===== config.mk =====
export PLATFORM = sky130hd
export DESIGN_NAME = multi_phase_clock_gen
export DESIGN_NICKNAME = d
export VERILOG_FILES = /design/src/rtl/multi_phase_clock_gen.sv
export SDC_FILE = /design/constraint.sdc
export NUM_CORES = 1
export LEC_CHECK = 0
export BUFFER_PORTS_ARGS = -buffer_cell sky130_fd_sc_hd__buf_2
export CORE_UTILIZATION = 55
export CTS_CLUSTER_SIZE = 14
export DETAILED_ROUTE_END_ITERATION = 6
export GPL_ROUTABILITY_DRIVEN = 0
export PLACE_DENSITY = 0.77
export SETUP_SLACK_MARGIN = 0.15
export SYNTH_ARGS = -nofsm -noshare
export SYNTH_HDL_FRONTEND = slang
export SYNTH_SLANG_ARGS = --single-unit

===== constraint.sdc =====
create_clock -name clk -period 9.55 [get_ports clk]
set_clock_uncertainty 0.05 [all_clocks]
set_input_delay 0.955 -clock clk [delete_from_list [all_inputs] [get_ports clk]]
set_output_delay 0.955 -clock clk [all_outputs]
set_load 0.01 [all_outputs]

===== src/rtl/multi_phase_clock_gen.sv =====
// Multi-phase clock-enable generator: NUM_CH programmable phase windows
// over a CYCLE_LEN-clk machine cycle, with run/halt/single-step control.
//
// Ports:
//   clk, reset                     clock, sync active-high reset
//   start, halt_req, step          run control
//   cfg_we/cfg_ch/cfg_start/cfg_width  shadow config write port
//   ch_level, ch_rise              per-channel level and rising strobe
//   phase_cnt, cycle_done          phase within cycle, last-phase flag
//   running, state                 RUN|DRAIN flag, FSM state
module multi_phase_clock_gen #(
  parameter int NUM_CH    = 2,
  parameter int CYCLE_LEN = 4,
  parameter int CW        = $clog2(CYCLE_LEN),
  parameter int IW        = (NUM_CH > 1) ? $clog2(NUM_CH) : 1
) (
  input  logic              clk,
  input  logic              reset,
  input  logic              start,
  input  logic              halt_req,
  input  logic              step,
  input  logic              cfg_we,
  input  logic [IW-1:0]     cfg_ch,
  input  logic [CW-1:0]     cfg_start,
  input  logic [CW:0]       cfg_width,
  output logic [NUM_CH-1:0] ch_level,
  output logic [NUM_CH-1:0] ch_rise,
  output logic [CW-1:0]     phase_cnt,
  output logic              cycle_done,
  output logic              running,
  output logic [1:0]        state
);

  typedef enum logic [1:0] {
    IDLE   = 2'b00,
    RUN    = 2'b01,
    DRAIN  = 2'b10,
    HALTED = 2'b11
  } state_t;

  localparam logic [CW-1:0] LAST = CW'(CYCLE_LEN - 1);
  localparam logic [CW:0]   LEN  = (CW+1)'(CYCLE_LEN);

  state_t cur, nxt;

  logic [CW-1:0] cnt_nxt;
  logic          run_nxt;
  logic          copy;
  logic [CW-1:0] start_mod;
  logic [CW:0]   diff;

  logic [NUM_CH-1:0] level_nxt;

  logic [CW-1:0] sh_start    [NUM_CH];
  logic [CW-1:0] sh_start_n  [NUM_CH];
  logic [CW-1:0] act_start   [NUM_CH];
  logic [CW-1:0] act_start_n [NUM_CH];
  logic [CW:0]   sh_width    [NUM_CH];
  logic [CW:0]   sh_width_n  [NUM_CH];
  logic [CW:0]   act_width   [NUM_CH];
  logic [CW:0]   act_width_n [NUM_CH];

  assign state      = cur;
  assign running    = (cur == RUN) || (cur == DRAIN);
  assign cycle_done = running && (phase_cnt == LAST);

  always_comb begin
    nxt = cur;
    unique case (cur)
      IDLE:   if (start) nxt = RUN;
      RUN:    if (halt_req)
                nxt = (phase_cnt == LAST) ? HALTED : DRAIN;
      DRAIN:  if (phase_cnt == LAST) nxt = HALTED;
      HALTED: if (start) nxt = RUN;
              else if (step) nxt = DRAIN;
      default: nxt = IDLE;
    endcase
  end

  // Entering RUN/DRAIN from a stopped state starts at phase 0.
  always_comb begin
    run_nxt = (nxt == RUN) || (nxt == DRAIN);
    cnt_nxt = '0;
    if (run_nxt && running)
      cnt_nxt = (phase_cnt == LAST) ? '0 : phase_cnt + CW'(1);
  end

  // The write lands in the shadow first; the same clk's copy sees it.
  always_comb begin
    start_mod = CW'(int'(cfg_start) % CYCLE_LEN);
    for (int i = 0; i < NUM_CH; i++) begin
      sh_start_n[i] = sh_start[i];
      sh_width_n[i] = sh_width[i];
    end
    if (cfg_we && (int'(cfg_ch) < NUM_CH)) begin
      sh_start_n[cfg_ch] = start_mod;
      sh_width_n[cfg_ch] = cfg_width;
    end
    copy = !running || (cnt_nxt == '0);
    for (int i = 0; i < NUM_CH; i++) begin
      act_start_n[i] = copy ? sh_start_n[i] : act_start[i];
      act_width_n[i] = copy ? sh_width_n[i] : act_width[i];
    end
  end

  // Distance from window start, modulo the cycle length; a width
  // of CYCLE_LEN or more covers every phase.
  always_comb begin
    level_nxt = '0;
    diff      = '0;
    for (int i = 0; i < NUM_CH; i++) begin
      diff = {1'b0, cnt_nxt} - {1'b0, act_start_n[i]};
      if (cnt_nxt < act_start_n[i])
        diff = diff + LEN;
      level_nxt[i] = run_nxt && (diff < act_width_n[i]);
    end
  end

  always_ff @(posedge clk) begin
    if (reset) begin
      cur       <= IDLE;
      phase_cnt <= '0;
      ch_level  <= '0;
      ch_rise   <= '0;
      for (int i = 0; i < NUM_CH; i++) begin
        sh_start[i]  <= CW'(i * CYCLE_LEN / NUM_CH);
        act_start[i] <= CW'(i * CYCLE_LEN / NUM_CH);
        sh_width[i]  <= (CW+1)'(CYCLE_LEN / NUM_CH);
        act_width[i] <= (CW+1)'(CYCLE_LEN / NUM_CH);
      end
    end else begin
      cur       <= nxt;
      phase_cnt <= cnt_nxt;
      ch_level  <= level_nxt;
      ch_rise   <= level_nxt & ~ch_level;
      for (int i = 0; i < NUM_CH; i++) begin
        sh_start[i]  <= sh_start_n[i];
        act_start[i] <= act_start_n[i];
        sh_width[i]  <= sh_width_n[i];
        act_width[i] <= act_width_n[i];
      end
    end
  end

endmodule


==> metrics.cfg <==
[run_status]
status=finished, final reports clean

[routing]
wl_mm=2.79
drt_first_iter_violations=20
drtPass1Iterations=4
ant_nets=0
drc_errors=0
wire_per_inst_um=13.8
vias=1143
viasPerCell=5.66

[grt]
grt_max_degree=24
grt_pass1_wl_mm=4.40
grt_overflow=0
antenna_found_initial=0
grt_usage=0.215
grt_pass1_vias=1058

[die]
core_um2=2500
dieArea_um2=2890
die_w_um=53.8
die_h_um=53.8
num_io_pins=22
initial_core_util=0.590
rows=18

[cts]
cts-root-buf=clkbuf_4
ctsHoldBuffers=0
clk_path_buf_depth=2
path_clk_slew_ns=0.15
numCtsBuffers=3
tritoncts=done
cts-resized-gates=0
clock-sinks=28
cts_setup_buffers=0
clock_latency_ns=0.33
cts_max_level=1

[synthesis]
synth_cell_type_count=34
yosysSeqAreaShare=0.380
synth_largest_area_cell=dfxtp_1
syn_nets=173
async_reset_ff_frac=0
ys_ff_latch=28
synth_top_area_share=0.380
avgSynthCellArea_um2=9.76
syn_area_um2=1470
ys.warnings.count=0
ys_top_cells_by_count=dfxtp_1 (28), nor2_1 (21), mux2i_1 (13)
yosysMostFrequentCell=dfxtp_1
synth_edf_count=0
synthFlopType=dfxtp_1
synth_area_leaders=dfxtp_1 (38%), mux2i_1 (8.8%), ha_1 (8.5%)
synthCells=151

[placement]
dp_cells=198
hpwl_mm=2.21
numPortBuffers=21

[final_layout]
multi_input_area_um2=883
finalNonFillerCells=202
post-route-util=0.662
antennaDiodeCount=0
seq_area_um2=561
fillers=202
fin_nets=195
area_delta_synth_final_pct=12.2
drive_above_1_share=0.244

[sta]
finalCritPeriodShare=0.498
grt_setup_unrepaired=false
holdWs_ns=0.378
max_freq_mhz=210
period_minus_slack_ns=4.75
finalMaxSlewViolations=0
worstMarginPinSlew_ns=0.977
finalSetupTns_ns=0
max_slew_margin=0.335
setup_viol=0
hold_viol=0

[critical_path]
critPathRequiredTime_ns=9.76
critPathLaunchType=primary input
crit_path_end_kind=register
cp_max_fo=17
ff2ff_path_depth=17
worstSetupPathType=primary input to register
crit_arrival_ns=4.96

[job]
max_cap_viol_count=0

[hold_path]
whs_path_depth=1
hp-class=register to register

[power]
cellLeakagePower_nw=0.782
powerDensity_nw_per_um2=243
vdd_drop_max_v=0.000170
p_total_mw=0.401

report_power, final:
part | switching [mW] | internal (mW) | total, mW
Combinational | 0.0985 | 0.0809 | 0.179
Sequential | 0.00927 | 0.136 | 0.145
Clock | 0.0340 | 0.0425 | 0.0765
final timing paths:
check,startpoint,to,slack [ns]
worst max-delay path,halt_req,ch_rise[1]$_SDFF_PP0_,4.80
worst min-delay path,ch_level[1]$_SDFF_PP0_,ch_rise[1]$_SDFF_PP0_,0.38
worst max register to register,state[0]$_SDFF_PP0_,ch_rise[1]$_SDFF_PP0_,4.92
worst min register to register,ch_level[1]$_SDFF_PP0_,ch_rise[1]$_SDFF_PP0_,0.38
logic make-up after synthesis:
group                      after synthesis  share of synthesized area
buffers and inverters                    8                     0.0204
AOI/OAI and AO/OA                       30                      0.160
adders and majority gates               10                     0.0849
and+or+nand+nor                         51                      0.181
DFF                                     28                      0.380
xor gates and xnor gates                 3                     0.0178
muxes                                   21                      0.156
critical path: stages:
cell	delay (ns)
buf_2	0.12
mux2_4	0.29
a211oi_2	0.29
a2bb2oi_4	0.31
mux2i_2	0.86
nor2_1	0.12
a21oi_1	0.19
ha_1	0.24
nor2_1	0.08
nand3_1	0.08
a21oi_1	0.07
nor4_1	0.38
xor2_1	0.19
ha_1	0.26
or2_2	0.30
a311oi_2	0.23
final cells by class:
| cell class | instances | area share |
|---|---|---|
| Multi-Input combinational cell | 115 | 0.534 |
| Timing Repair Buffer | 21 | 0.0635 |
| Inverter | 4 | 0.00908 |
| Sequential cell | 28 | 0.339 |
| Tap cell | 30 | 0.0227 |
| Clock buffer | 3 | 0.0136 |
| Clock inverter | 1 | 0.0182 |
through the flow:
| step | cell area (µm²) | setup WS (ns) |
|---|---|---|
| global route | 1650 | 4.45 |
| floorplan | 1470 | 5.14 |
| finish | 1650 | 4.80 |
| detailed placement | 1600 | 4.47 |
| CTS | 1650 | 4.83 |
| global placement | 1600 | 4.62 |
layout by cell type, fill, tap and decap left out, types with 2 or more instances in the layout:
cell      count
a21boi_0      2
o21ai_0       5
and3_1        3
nand2b_1      5
buf_2        21
clkbuf_4      3
mux2_4        2
a21oi_1       6
nand2_1       3
mux2_2        5
ha_1         10
or2_2         4
inv_1         4
o21bai_1      2
o21a_1        2
nor3b_1       2
and3b_1       4
xor2_1        3
dfxtp_1      28
nor2b_1       2
mux2i_1      13
nor2_1       21
nand3_1       3
nor4_1        2
a211oi_1      6
per-layer routing:
metal | vias up | GRT usage | routed length (µm)
met3 | 5 | 0.0339 | 68
met1 | 535 | 0.230 | 1230
met2 | 19 | 0.416 | 1450
met4 | 0 | 0.0789 | 40
li1 | 584 | - | -
met5 | - | 0 | 0
flip-flops by register name (all words and copies together) (netlist names):
name       cells
act_start      4
act_width      6
ch_level       2
ch_rise        2
phase_cnt      2
sh_start       4
sh_width       6
state          2
No activity file was read; power rests on OpenSTA's default activity.
